[config.mk]
export PLATFORM = sky130hd
export DESIGN_NAME = video_timing_gen_flat
export DESIGN_NICKNAME = d
export VERILOG_FILES = /design/src/rtl/video_timing_if.sv /design/src/rtl/video_timing_gen.sv /design/src/flat_wrapper.sv
export SDC_FILE = /design/constraint.sdc
export NUM_CORES = 1
export LEC_CHECK = 0
export CAP_MARGIN = 20
export CORE_MARGIN = 5
export CORE_UTILIZATION = 52
export CTS_CLUSTER_DIAMETER = 100
export DETAILED_ROUTE_END_ITERATION = 8
export PLACE_DENSITY = 0.79
export SYNTH_ARGS = -nofsm -noshare
export SYNTH_HDL_FRONTEND = slang
export SYNTH_SLANG_ARGS = --single-unit
[constraint.sdc]
create_clock -name vin_clk_i -period 2.98 [get_ports vin_clk_i]
set_clock_uncertainty 0.1 [all_clocks]
set_input_delay 0.596 -clock vin_clk_i [delete_from_list [all_inputs] [get_ports vin_clk_i]]
set_output_delay 0.596 -clock vin_clk_i [all_outputs]
set_load 0.01 [all_outputs]
[src/rtl/video_timing_if.sv]
// Video source bundle: hs/vs/de timing plus the pixel request/coordinates that lead de by one cycle.
// pix_req_o has no back-pressure: when it is 1, the source must present pixel (req_x_o, req_y_o) on the next cycle.
interface video_timing_if;
  logic        pix_req_o;
  logic [11:0] req_x_o;
  logic [11:0] req_y_o;
  logic        vout_hs_o;
  logic        vout_vs_o;
  logic        vout_de_o;
  logic        sof_o;
  logic        busy_o;

  modport master (
    output pix_req_o, req_x_o, req_y_o, vout_hs_o, vout_vs_o, vout_de_o, sof_o, busy_o
  );

  modport slave (
    input pix_req_o, req_x_o, req_y_o, vout_hs_o, vout_vs_o, vout_de_o, sof_o, busy_o
  );
endinterface

[src/rtl/video_timing_gen.sv]
// Fixed-raster video timing generator: h/v counters drive a combinational pixel request
// and registered hs/vs/de/sof/busy one cycle later.
module video_timing_gen #(
  parameter int H_ACTIVE = 1920,
  parameter int H_FP     = 88,
  parameter int H_SYNC   = 44,
  parameter int H_BP     = 148,
  parameter int V_ACTIVE = 1080,
  parameter int V_FP     = 4,
  parameter int V_SYNC   = 5,
  parameter int V_BP     = 36,
  parameter bit HS_POL   = 1'b1,
  parameter bit VS_POL   = 1'b1
) (
  input  logic           vin_clk_i,
  input  logic           rst_ni,
  input  logic           en_i,
  output logic           dbg_state_o,
  video_timing_if.master vout
);

  localparam int H_TOTAL = H_ACTIVE + H_FP + H_SYNC + H_BP;
  localparam int V_TOTAL = V_ACTIVE + V_FP + V_SYNC + V_BP;

  if (H_TOTAL > 4096) begin : g_h_total_chk
    $error("video_timing_gen: H_TOTAL exceeds 4096");
  end
  if (V_TOTAL > 4096) begin : g_v_total_chk
    $error("video_timing_gen: V_TOTAL exceeds 4096");
  end

  // 13-bit bounds so a sync window ending exactly at 4096 still compares correctly.
  localparam logic [12:0] H_ACT  = 13'(H_ACTIVE);
  localparam logic [12:0] V_ACT  = 13'(V_ACTIVE);
  localparam logic [12:0] HS_BEG = 13'(H_ACTIVE + H_FP);
  localparam logic [12:0] HS_END = 13'(H_ACTIVE + H_FP + H_SYNC);
  localparam logic [12:0] VS_BEG = 13'(V_ACTIVE + V_FP);
  localparam logic [12:0] VS_END = 13'(V_ACTIVE + V_FP + V_SYNC);
  localparam logic [11:0] H_LAST = 12'(H_TOTAL - 1);
  localparam logic [11:0] V_LAST = 12'(V_TOTAL - 1);

  typedef enum logic {
    ST_IDLE = 1'b0,
    ST_RUN  = 1'b1
  } state_e;

  state_e      state_q, state_d;
  logic [11:0] h_q, h_d, v_q, v_d;
  logic [12:0] h_ext, v_ext;
  logic        run, pix_req, hs_act, vs_act, sof_d;

  always_ff @(posedge vin_clk_i or negedge rst_ni) begin
    if (!rst_ni) begin
      state_q <= ST_IDLE;
      h_q     <= 12'd0;
      v_q     <= 12'd0;
    end else begin
      state_q <= state_d;
      h_q     <= h_d;
      v_q     <= v_d;
    end
  end

  // en_i only matters while idle or on the last cycle of a frame; a frame always completes.
  always_comb begin
    state_d = state_q;
    h_d     = h_q;
    v_d     = v_q;
    case (state_q)
      ST_IDLE: begin
        h_d = 12'd0;
        v_d = 12'd0;
        if (en_i) state_d = ST_RUN;
      end
      ST_RUN: begin
        if (h_q == H_LAST) begin
          h_d = 12'd0;
          if (v_q == V_LAST) begin
            v_d     = 12'd0;
            state_d = en_i ? ST_RUN : ST_IDLE;
          end else begin
            v_d = v_q + 12'd1;
          end
        end else begin
          h_d = h_q + 12'd1;
        end
      end
      default: state_d = ST_IDLE;
    endcase
  end

  always_comb begin
    h_ext   = {1'b0, h_q};
    v_ext   = {1'b0, v_q};
    run     = (state_q == ST_RUN);
    pix_req = run && (h_ext < H_ACT) && (v_ext < V_ACT);
    hs_act  = run && (h_ext >= HS_BEG) && (h_ext < HS_END);
    vs_act  = run && (v_ext >= VS_BEG) && (v_ext < VS_END);
    sof_d   = run && (h_q == 12'd0) && (v_q == 12'd0);
  end

  assign vout.pix_req_o = pix_req;
  assign vout.req_x_o   = pix_req ? h_q : 12'd0;
  assign vout.req_y_o   = pix_req ? v_q : 12'd0;
  assign dbg_state_o    = (state_q == ST_RUN);

  // All registered outputs decode the same counter snapshot, so they stay zero-skew.
  always_ff @(posedge vin_clk_i or negedge rst_ni) begin
    if (!rst_ni) begin
      vout.vout_de_o <= 1'b0;
      vout.vout_hs_o <= ~HS_POL;
      vout.vout_vs_o <= ~VS_POL;
      vout.sof_o     <= 1'b0;
      vout.busy_o    <= 1'b0;
    end else begin
      vout.vout_de_o <= pix_req;
      vout.vout_hs_o <= hs_act ? HS_POL : ~HS_POL;
      vout.vout_vs_o <= vs_act ? VS_POL : ~VS_POL;
      vout.sof_o     <= sof_d;
      vout.busy_o    <= run;
    end
  end

endmodule

[src/flat_wrapper.sv]
// flat-port wrapper written by rule: the top's interface ports become plain ports
module video_timing_gen_flat 
#(
  parameter int H_ACTIVE = 1920,
  parameter int H_FP     = 88,
  parameter int H_SYNC   = 44,
  parameter int H_BP     = 148,
  parameter int V_ACTIVE = 1080,
  parameter int V_FP     = 4,
  parameter int V_SYNC   = 5,
  parameter int V_BP     = 36,
  parameter bit HS_POL   = 1'b1,
  parameter bit VS_POL   = 1'b1
)
  (vin_clk_i, rst_ni, en_i, dbg_state_o, vout_pix_req_o, vout_req_x_o, vout_req_y_o, vout_vout_hs_o, vout_vout_vs_o, vout_vout_de_o, vout_sof_o, vout_busy_o);
  video_timing_if vout_i ();
  input  logic vin_clk_i;
  input  logic rst_ni;
  input  logic en_i;
  output logic dbg_state_o;
  output wire logic [$bits(vout_i.pix_req_o)-1:0] vout_pix_req_o;
  output wire logic [$bits(vout_i.req_x_o)-1:0] vout_req_x_o;
  output wire logic [$bits(vout_i.req_y_o)-1:0] vout_req_y_o;
  output wire logic [$bits(vout_i.vout_hs_o)-1:0] vout_vout_hs_o;
  output wire logic [$bits(vout_i.vout_vs_o)-1:0] vout_vout_vs_o;
  output wire logic [$bits(vout_i.vout_de_o)-1:0] vout_vout_de_o;
  output wire logic [$bits(vout_i.sof_o)-1:0] vout_sof_o;
  output wire logic [$bits(vout_i.busy_o)-1:0] vout_busy_o;
  assign vout_pix_req_o = vout_i.pix_req_o;
  assign vout_req_x_o = vout_i.req_x_o;
  assign vout_req_y_o = vout_i.req_y_o;
  assign vout_vout_hs_o = vout_i.vout_hs_o;
  assign vout_vout_vs_o = vout_i.vout_vs_o;
  assign vout_vout_de_o = vout_i.vout_de_o;
  assign vout_sof_o = vout_i.sof_o;
  assign vout_busy_o = vout_i.busy_o;
  video_timing_gen #(.H_ACTIVE(H_ACTIVE), .H_FP(H_FP), .H_SYNC(H_SYNC), .H_BP(H_BP), .V_ACTIVE(V_ACTIVE), .V_FP(V_FP), .V_SYNC(V_SYNC), .V_BP(V_BP), .HS_POL(HS_POL), .VS_POL(VS_POL)) u_core (.vin_clk_i(vin_clk_i), .rst_ni(rst_ni), .en_i(en_i), .dbg_state_o(dbg_state_o), .vout(vout_i));
endmodule
==> impl_metrics.csv <==
group,metric,value,unit
run_status,run_status,"complete, no violations",
critical_path,worstSetupPathType,"reg2out",
pwr,clkPwrFrac,0.373,
critical_path,critPathMaxFanout,7,
cts,ctsRootBufferMaster,"clkbuf_4",
global_routing,antenna_found_initial,0,
flow_run,cap_violations,0,
pwr,power,670,µW
finish,diodes,0,
logic_synthesis,synth-xor-area-share,0.0325,
critical_path,cp.required,2280,ps
logic_synthesis,synth_compound_area_frac,0.152,
critical_path,cpPeakStageDelay,530,ps
place,dp.cells,273,
sta,layout_min_cycle_time,2910,ps
logic_synthesis,yosys-mux-area-fraction,0,
cts,numCtsBuffers,5,
logic_synthesis,syn_avg_cell_area,9.29,µm²
sta,fin_ws,73.2,ps
global_routing,grt_pass1_wl,7310,µm
logic_synthesis,synth_edf_count,0,
logic_synthesis,synthSimpleGateAreaFrac,0.288,
logic_synthesis,ys.flop_type,"dfrtp_1",
cts,clockBufferDepth,2,
pwr,power.internal,524,µW
pwr,vdd_drop_max,0.255,mV
logic_synthesis,ys_ff_latch,30,
floorplanning,initial_core_util,0.552,
routing,wirelength,4430,µm
critical_path,end_kind,"output port",
sta,hold_viol_final,0,
cts,clock_latency,330,ps
pwr,seq_power_share,0.607,
finish,seq_area,752,µm²
critical_path,rrSetupSlack,570,ps
pwr,power.leakage,0.901,nW
finish,fin_cells,285,
routing,dr_total_vias,1656,
critical_path,startpoint_type,"flip-flop",
global_routing,grt_use_total,0.186,
logic_synthesis,synthArstFlopShare,1.00,
sta,timing.fmax,344,MHz
pwr,power_density,293,nW/µm²
global_routing,grt_pass1_vias,1534,
critical_path,slowest_stage,"clkdlybuf4s50_1",
routing,wl_per_cell,15.5,µm
finish,fill_cells,270,
critical_path,cp_top_family,"buffers and inverters",
cts,cts_max_level,2,
logic_synthesis,ys_types,47,
logic_synthesis,synth-seq-area-share,0.398,
place,gp_congestion,0.870,
finish,multi_input_area,967,µm²
logic_synthesis,syn_inst,203,
routing,drtIter0Drc,113,
logic_synthesis,syn_area,1890,µm²
logic_synthesis,ys_warn_count,0,
critical_path,crit_buf_inv,2,
logic_synthesis,synthAdderAreaFrac,0.0265,
cts,cts.sink_count,30,
place,placed_cell_area,2180,µm²
pwr,switching_share,0.217,
global_routing,grt_max_degree,31,
routing,vias_per_cell,5.81,
sta,fin_setup_tns,0,ps
finish,final_area,2290,µm²
cts,clk_pin_slew_worst_paths,90,ps
routing,drc,0,
floorplanning,fp.dieArea,4930,µm²
routing,firstDrtPassIters,4,
global_routing,overflow,0,
place,pre_cts_ws,399,ps
sta,finalCritPeriodShare,0.975,
finish,drive_gt1_frac,0.155,
sta,slew_viol_final,0,
sta,setup_viol,0,
critical_path,path_cells,"a311oi_1 -> o21ai_1 -> a21oi_4 -> buf_4 -> and2_1 -> clkdlybuf4s50_1",
cts,cts_hold_buf,0,
logic_synthesis,synth_top_family_by_area,"simple AND/OR/NAND/NOR gates",
floorplanning,ios,34,
critical_path,worstPathArrival,2210,ps
finish,final_net_count,245,
floorplanning,fp.dieH,70.2,µm
min_path,hold_path_class,"reg2reg",
floorplanning,core,3420,µm²
floorplanning,num_rows,21,
floorplanning,die_w,70.2,µm
cts,cts_tree,"yes",
pwr,power_switching,145,µW
place,portBuffers,31,
routing,ant_nets,0,
place,dp_hpwl,3070,µm
finish,syn_to_final_growth,21.3,%
pwr,combPwrFrac,0.019,
## cells by family (layout without fill, tap and decap cells)
kind of cell | count (synthesis) | count (layout)
DFF | 30 | 30
buffers and inverters | 27 | 62
and+or+nand+nor | 95 | 95
adders and majority gates | 4 | 4
other | 1 | 2
xor gates and xnor gates | 7 | 7
AOI/OAI and AO/OA | 39 | 39
## path summary, 6_finish.rpt
kind / endpoint / cells past startpoint / start
worst max-delay path: vout_req_x_o[7] / 6 / u_core.v_q[7]
worst min-delay path: u_core.h_q[0] / 1 / u_core.h_q[0]
worst max register to register: u_core.v_q[7] / 5 / u_core.h_q[5]
worst min register to register: u_core.h_q[0] / 1 / u_core.h_q[0]
max in group asynchronous: u_core.v_q[7] / 2 / rst_ni
min in group asynchronous: u_core.v_q[6] / 2 / rst_ni
## routing by layer
layer,vias up,global-route usage,share of wire
met5,-,0,0
met4,0,0.0574,0.019
met3,7,0.0502,0.076
met2,65,0.298,0.47
met1,797,0.244,0.44
li1,787,-,-
## worst register-to-register path, cell delays in order (launching register included)
cell and delay (ps):
dfrtp_1 450, or4_4 580, o41ai_2 480, buf_4 300, o21ai_0 140, a22o_1 260
## through the flow
stage	hold WS, ps	util
2_1_floorplan	200	-
3_3_place_gp	402	0.637
3_5_place_dp	412	0.637
4_1_cts	423	0.655
5_1_grt	461	0.670
6_report	425	0.670
## placed cells by master, fill, tap and decap left out, types with 3 or more instances in the layout
cell type and count:
a21oi_1 4, nor4_1 4, buf_4 12, nand3_1 9, dfrtp_1 29, nor4b_1 3, nand4_1 4, clkbuf_4 5
o21ai_0 9, or4_1 3, xnor2_1 5, ha_1 4, a22o_1 4, a31o_2 3, o31ai_1 5, nor3_1 8
clkdlybuf4s50_1 31, nand2_1 11, nor2_1 16, and2_1 21, inv_1 9
## cell usage after synthesis, types with 4 or more instances
cell type  count  area [µm²]
nand3_1        9        45.0
clkbuf_1       7        26.3
dfrtp_1       30         751
buf_6          5        56.3
nor2_1        16        60.1
nor3_1         8        40.0
nand2_1       12        45.0
and2_1        21         131
a21oi_1        5        25.0
nand4_1        4        25.0
a22o_1         4        35.0
xnor2_1        5        43.8
nor4_1         4        25.0
o21ai_0       10        50.1
ha_1           4        50.1
inv_1          9        33.8
o31ai_1        5        37.5
## timing repair
action / CTS / global route
setup buffers: 0 / 3
resized for setup: 0 / 8
endpoints found under the setup margin: 0 / 21
## flip-flops by register name, summed over array words and instances, names as in the netlist
signal / cells
u_core.vout.sof_o: 1
u_core.dbg_state_o: 1
u_core.vout.vout_vs_o: 1
u_core.vout.vout_hs_o: 1
u_core.vout.vout_de_o: 1
u_core.h_q: 12
u_core.vout.busy_o: 1
u_core.v_q: 12
## final cells by class
type,instances,share of cell area
Clock buffer,7,0.0241
Inverter,9,0.0148
Tap cell,46,0.0252
Timing Repair Buffer,45,0.182
Sequential cell,30,0.329
Clock inverter,1,0.00219
Multi-Input combinational cell,147,0.423
## power groups by stage
stage               sequential, mW  clock, mW  combinational [mW]
finish                       0.407      0.250              0.0128
global route                 0.407      0.277              0.0149
CTS                          0.407      0.256              0.0134
detailed placement           0.415          0              0.0134
global placement             0.415          0              0.0130
floorplan                    0.415          0             0.00324
(Power assumes the default switching activity.)
